**src/rtl/full_adder_pkg.sv**
```systemverilog
// Shared sizing constants for the full_adder block.
package full_adder_pkg;

    localparam int FA_WIDTH_DEFAULT = 1;
    localparam int FA_WIDTH_MIN     = 1;
    localparam int FA_WIDTH_MAX     = 64;

endpackage

```
**src/rtl/fa_bit.sv**
```systemverilog
// One-bit full adder cell; chained by full_adder to form the ripple carry path.
module fa_bit (
    input  logic a,
    input  logic b,
    input  logic cin,
    output logic sum,
    output logic cout
);

    assign sum  = a ^ b ^ cin;
    assign cout = (a & b) | (a & cin) | (b & cin);

endmodule

```
**src/rtl/full_adder.sv**
```systemverilog
// Registered WIDTH-bit ripple-carry adder with one-cycle latency.
// Optional registered signed-overflow output enabled by FULL_ADDER_OVF_EN.
module full_adder
    import full_adder_pkg::*;
#(
    parameter int WIDTH = FA_WIDTH_DEFAULT
) (
    input  logic             clk,
    input  logic             rst_n,
    input  logic             in_valid,
    input  logic [WIDTH-1:0] a,
    input  logic [WIDTH-1:0] b,
    input  logic             cin,
    output logic [WIDTH-1:0] sum,
    output logic             cout,
    output logic             out_valid
`ifdef FULL_ADDER_OVF_EN
    ,
    output logic             ovf
`endif
);

    if (WIDTH < FA_WIDTH_MIN || WIDTH > FA_WIDTH_MAX) begin : g_width_check
        $error("full_adder: WIDTH=%0d outside legal range %0d..%0d",
               WIDTH, FA_WIDTH_MIN, FA_WIDTH_MAX);
    end

    // Stage p0: combinational ripple chain, c[0] is the carry-in
    logic [WIDTH:0]   c;
    logic [WIDTH-1:0] s;

    assign c[0] = cin;

    for (genvar i = 0; i < WIDTH; i++) begin : g_bit
        fa_bit u_fa_bit (
            .a    (a[i]),
            .b    (b[i]),
            .cin  (c[i]),
            .sum  (s[i]),
            .cout (c[i+1])
        );
    end

    // Stage p1: output registers; data holds when no new input is accepted
    logic [WIDTH-1:0] sum_p1;
    logic             cout_p1;
    logic             vld_p1;

    always_ff @(posedge clk or negedge rst_n) begin
        if (!rst_n) begin
            sum_p1  <= '0;
            cout_p1 <= 1'b0;
            vld_p1  <= 1'b0;
        end else begin
            vld_p1 <= in_valid;
            if (in_valid) begin
                sum_p1  <= s;
                cout_p1 <= c[WIDTH];
            end
        end
    end

    assign sum       = sum_p1;
    assign cout      = cout_p1;
    assign out_valid = vld_p1;

`ifdef FULL_ADDER_OVF_EN
    logic ovf_p1;

    always_ff @(posedge clk or negedge rst_n) begin
        if (!rst_n) begin
            ovf_p1 <= 1'b0;
        end else if (in_valid) begin
            ovf_p1 <= c[WIDTH] ^ c[WIDTH-1];
        end
    end

    assign ovf = ovf_p1;
`endif

endmodule

```
**config.mk**
```make
export PLATFORM = sky130hd
export DESIGN_NAME = full_adder
export DESIGN_NICKNAME = d
export VERILOG_FILES = /design/src/rtl/full_adder_pkg.sv /design/src/rtl/fa_bit.sv /design/src/rtl/full_adder.sv
export SDC_FILE = /design/constraint.sdc
export NUM_CORES = 1
export LEC_CHECK = 0
export CORE_AREA = 5 5 42 44
export DETAILED_ROUTE_END_ITERATION = 12
export DIE_AREA = 0 0 47 49
export DONT_BUFFER_PORTS = 1
export PLACE_DENSITY = 0.3
export SLEW_MARGIN = 20
export SYNTH_ARGS = -nofsm -noshare
export SYNTH_HDL_FRONTEND = slang
export SYNTH_SLANG_ARGS = --single-unit
```
**constraint.sdc**
```tcl
create_clock -name clk -period 0.8 [get_ports clk]
set_clock_uncertainty 0.05 [all_clocks]
set_input_delay 0.16 -clock clk [delete_from_list [all_inputs] [get_ports clk]]
set_output_delay 0.16 -clock clk [all_outputs]
set_load 0.02 [all_outputs]
```
==> results of run 1 <==
==> final timing paths <==
| path | end | slack, ns | cells past startpoint |
|---|---|---|---|
| worst max register to register | cout | -0.13 | 2 |
| worst min register to register | sum | 0.48 | 1 |
| max in group asynchronous | out_valid | 0.40 | 1 |
| worst max-delay path | sum | -0.16 | 1 |
| worst min-delay path | cout | 0.04 | 1 |
| min in group asynchronous | sum | 0.13 | 1 |
==> cell type report <==
class | count | share of cell area, %
Clock buffer | 4 | 11.9
Tap cell | 16 | 9.04
Timing Repair Buffer | 5 | 22.6
Sequential cell | 3 | 34.5
Multi-Input combinational cell | 3 | 22.0
==> cell usage after synthesis, drive strengths merged <==
| cell type | instances | area (um2) |
|---|---|---|
| dfrtp | 3 | 75.1 |
| mux2 | 2 | 22.5 |
| fa | 1 | 20.0 |
==> state kept, by name, indices dropped and copies added (netlist names) <==
register   flops
cout           1
out_valid      1
sum            1
==> repair_timing <==
action / in CTS / in global routing
endpoints found under the setup margin: 4 / 5
resized for setup: 3 / 0
hold buffers: 2 / 0
endpoints found under the hold margin: 4 / 0
setup buffers: 1 / 0
==> stage by stage <==
| stage | power (uW) | hold WS (ns) | instance area, um2 | setup TNS, ns |
|---|---|---|---|---|
| 6_report | 559 | 0.0369 | 221 | -0.524 |
| 5_1_grt | 594 | 0.0351 | 221 | -0.656 |
| 4_1_cts | 580 | 0.0267 | 221 | -0.556 |
| 3_5_place_dp | 267 | -0.185 | 159 | -0.406 |
| 3_3_place_gp | 265 | -0.186 | 159 | -0.394 |
| 2_1_floorplan | 231 | -0.186 | 124 | -0.347 |
==> per-layer routing <==
| layer | GRT usage, % | part of all wire, % | up-vias | routed length, um |
|---|---|---|---|---|
| met3 | 2.21 | 19 | 0 | 61 |
| met2 | 2.94 | 33 | 9 | 106 |
| li1 | - | - | 38 | - |
| met4 | 5.53 | 0 | 0 | 0 |
| met1 | 4.00 | 47 | 39 | 150 |
| met5 | 0 | 0 | - | 0 |
==> power by group <==
part | internal [uW] | leakage (uW) | switching, uW | total [uW]
clock network | 187 | 0.0000150 | 75.6 | 262
logic | 67.0 | 0.0000439 | 41.0 | 108
registers | 172 | 0.0000340 | 15.9 | 188
total | 426 | 0.0000929 | 132 | 559
==> cell families after synthesis <==
family	count (synthesis)
DFF	3
muxes	2
adders and majority gates	1
==> qor.txt, run 1 <==
NumNets Final - 23
Most frequent cells in the layout - clkbuf_4 (3), dfrtp_1 (2), dlygate4sd3_1 (2), buf_6 (2)
Synth warn - 0
Worst IR drop on VDD - 243 uV
Rows - 14
Synth Area in Compound Gates - 0%
Die ar. - 0.00230 mm2
# diodes - 0
Wire length per cell - 10.2 um
Number of fill cells - 166
Rel. slew slack - 89.8%
Clk_lat worst skew - 0.23 ns
Mapped Cells - 6
Ports - 9
Vias in the first global route - 126
HP Class - in2reg
DP Cell Count - 24
Min-Delay Startpoint - in_valid
CP arrival - 0.75 ns
Initial Utilization - 8.39%
Crit path max fanout - 2
WP data required - 0.59 ns
Run status - finished, violations left
Main combinational cell family by area after synthesis - multiplexers
Worst-margin pin slew - 0.152 ns
Xor/xnor share of the synthesized area - 0%
Crit Path Category - reg2out
CTS Buffer Depth - 2
Die width - 47 um
Sequential share of the synthesized area - 63.8%
Final worst path period share - 119%
Syn avg cell area - 19.6 um2
CP max-delay cell - dfrtp_1
Htree depth - 1
Die height - 49 um
RSZ-0062 raised after global routing - yes
Reg clk slew, reported paths - 0.04 ns
Final-report max-slew violation count - 0
Pre-CTS setup slack - -0.246 ns
Failing checks - negative setup slack
Largest net degree at the start of global routing - 4
R2r startpoint - cout
Drt pass-1 iters - 1
Placer congestion estimate - 0.655
F_max - 1050 MHz
Worst Setup Start Kind - register
Max-cap violations - 0
Vias - 86
Gr ovfl total - 0
DRT iter0 DRCs - 0
Vias per cell - 2.77
Critical path endpoint category - output port
Core Area - 0.00140 mm2
Leakage - 0.0000929 uW
CTS tree - yes
First-pass GRT wire length - 455 um
Tmin final - 0.956 ns
Syn Nets - 13
#FFs+latches synth - 3
CTS buffer count - 3
Antenna violations before repair - 0
Setup violators final - 5
Final Util - 15.8%
Multi-input logic area - 48.8 um2
CTS root buffer - clkbuf_4
Fin cells - 31
WP buf/inv - 1
Post-synthesis mux area share - 19.1%
Area grow syn2layout - 88.3%
PD cells - 2520 mW/mm2
Final ANT Viol Nets - 0
Distinct cells, synth - 3
Worst path cell trace - buf_6
Synth Area in Simple Gates - 0%
Crit path max-delay family - flip-flops
PortBufs - 0
Register area - 76.3 um2
Final hold vios - 0
GRT Util Overall - 3.46%
Synthesized area - 118 um2
Crit path from - sum
Commonest non-fill, non-tap cell in the layout - clkbuf_4
Post-synthesis adder-cell area fraction - 17.0%
Share of layout cells above drive strength 1 - 66.7%
Post-Route WL - 317 um
Crit path largest cell delay - 0.38 ns
Residual DRC - 0
Post-route setup slack - -0.156 ns
Sink Count - 3
Power figures use the tool's default switching activity.
==> run 2, diff against run 1 <==
--- a/config.mk
+++ b/config.mk
@@ -10,7 +10,6 @@
 export DIE_AREA = 0 0 47 49
 export DONT_BUFFER_PORTS = 1
 export PLACE_DENSITY = 0.3
-export SLEW_MARGIN = 20
 export SYNTH_ARGS = -nofsm -noshare
 export SYNTH_HDL_FRONTEND = slang
 export SYNTH_SLANG_ARGS = --single-unit
==> results of run 2 <==
Same layout as run 1: the final DEF is identical, and so are final timing and power.
==> run 3, diff against run 2 <==
--- a/config.mk
+++ b/config.mk
@@ -8,8 +8,7 @@
 export CORE_AREA = 5 5 42 44
 export DETAILED_ROUTE_END_ITERATION = 12
 export DIE_AREA = 0 0 47 49
-export DONT_BUFFER_PORTS = 1
-export PLACE_DENSITY = 0.3
+export PLACE_DENSITY = 0.35
 export SYNTH_ARGS = -nofsm -noshare
 export SYNTH_HDL_FRONTEND = slang
 export SYNTH_SLANG_ARGS = --single-unit
==> run 3 against run 2 <==
  * Critical path type unchanged
  * The flow still finishes with violations (negative setup slack)
  * Register-to-register slack got worse by 0.03 ns
  * Count of clock-buffer cells in the layout unchanged
  * First-iteration DRC count increased by 3
  * Largest power group unchanged
==> qor.txt, run 3 (same netlist as run 1, synthesis figures left out) <==
Run status - finished, violations left
Failing checks - negative setup slack
Pwr Total - 600 uW
Die width - 47 um
Drt pass-1 iters - 2
NumNets Final - 28
Worst path cell trace - buf_6
Critical path endpoint category - output port
Clk_lat worst skew - 0.23 ns
Worst-margin pin slew - 0.169 ns
GRT Util Overall - 3.53%
Sw Pwr - 148 uW
Wire length per cell - 8.75 um
CP arrival - 0.77 ns
CTS Hold Bufs - 0
Leakage - 0.000122 uW
Initial Utilization - 8.39%
Die ar. - 0.00230 mm2
CTS Buffer Depth - 2
CTS tree - yes
WP buf/inv - 1
Worst hold margin - 0.0607 ns
Post-route setup slack - -0.179 ns
Switching part of the total power - 24.6%
Htree depth - 1
Combinational share of power - 24.7%
Area grow syn2layout - 118%
First-pass GRT wire length - 496 um
Final-report max-slew violation count - 0
Setup_tns - -0.759 ns
Residual DRC - 0
Sequential power share - 31.0%
PD cells - 2340 mW/mm2
F_max - 1020 MHz
Ports - 9
RSZ-0062 raised after global routing - yes
DRT iter0 DRCs - 3
Max-cap violations - 0
PortBufs - 8
Crit Path Category - reg2out
Most frequent cells in the layout - clkbuf_4 (3), dfrtp_1 (3), buf_2 (3), buf_6 (3)
Gr ovfl total - 0
Worst IR drop on VDD - 732 uV
Crit path max fanout - 2
Rows - 14
# diodes - 0
Crit path max-delay family - flip-flops
Vias per cell - 2.97
WP data required - 0.59 ns
Clock share of power - 44.4%
Final hold vios - 0
Core Area - 0.00140 mm2
Setup violators final - 5
Post-Route WL - 315 um
Antenna violations before repair - 0
CP max-delay cell - dfrtp_1
Vias - 107
Die height - 49 um
Largest net degree at the start of global routing - 4
Crit path largest cell delay - 0.40 ns
Tmin final - 0.979 ns
Sink Count - 3
CTS buffer count - 3
Share of layout cells above drive strength 1 - 70.0%
Rel. slew slack - 88.7%
Reg clk slew, reported paths - 0.04 ns
Cell-internal power - 453 uW
Final ANT Viol Nets - 0
CTS root buffer - clkbuf_4
Vias in the first global route - 124
HP Class - in2async
Final worst path period share - 122%
Placer congestion estimate - 0.626
Worst Setup Start Kind - register
[run 3: changes by cell type in the layout (fill, tap and decap cells not counted), sizes merged]
cell	previous run	this run
buf	3	8
dlygate4sd3	2	0
dlygate4sd2	0	1
clkdlybuf4s50	0	1
[run 3: per-stage QoR]
stage               utilization [%]  cells  cell area, um2  setup WS [ns]
floorplan                         -      6             124         -0.216
global placement               16.5     31             231         -0.719
detailed placement             16.5     31             231         -0.724
CTS                            18.3     36             256         -0.191
global route                   18.3     36             256         -0.212
finish                         18.3     36             256         -0.179
[run 3: cell type report]
cell class              instances  area [um2]
well taps                      16        20.0
clock buffers                   4        26.3
flip-flops and latches          3        75.1
fillers                       162        1140
repair buffers                 10        82.6
multi-input cells               3        52.6
[run 3: what timing repair did]
item / 4_1_cts / 5_1_grt
pin swaps: 1 / 0
endpoints found under the hold margin: 0 / 0
gates resized for setup: 32 / 0
endpoints found under the setup margin: 5 / 5
buffers inserted: 1 / 0
[run 3: power groups by stage]
stage	clock network [uW]	registers (uW)	logic, uW
3_5_place_dp	0	185	133
3_3_place_gp	0	182	132
2_1_floorplan	0	206	24.4
4_1_cts	281	187	151
5_1_grt	299	189	160
6_report	266	186	148
[run 3: metal layers]
| metal | GRT usage (%) | wire length, um | up-vias |
|---|---|---|---|
| met3 | 4.80 | 70 | 0 |
| met2 | 3.17 | 91 | 9 |
| met5 | 0 | 0 | - |
| li1 | - | - | 48 |
| met4 | 2.76 | 0 | 0 |
| met1 | 3.78 | 154 | 50 |
[run 3: worst paths after layout]
kind	slack, ns	start	depth (start not counted)	endpoint
worst min register to register	0.57	sum	2	sum
worst min-delay path	0.06	rst_n	1	sum
worst max register to register	-0.16	cout	2	cout
worst max-delay path	-0.18	cout	1	cout
max in group asynchronous	0.49	rst_n	1	out_valid
min in group clk	0.23	in_valid	1	out_valid
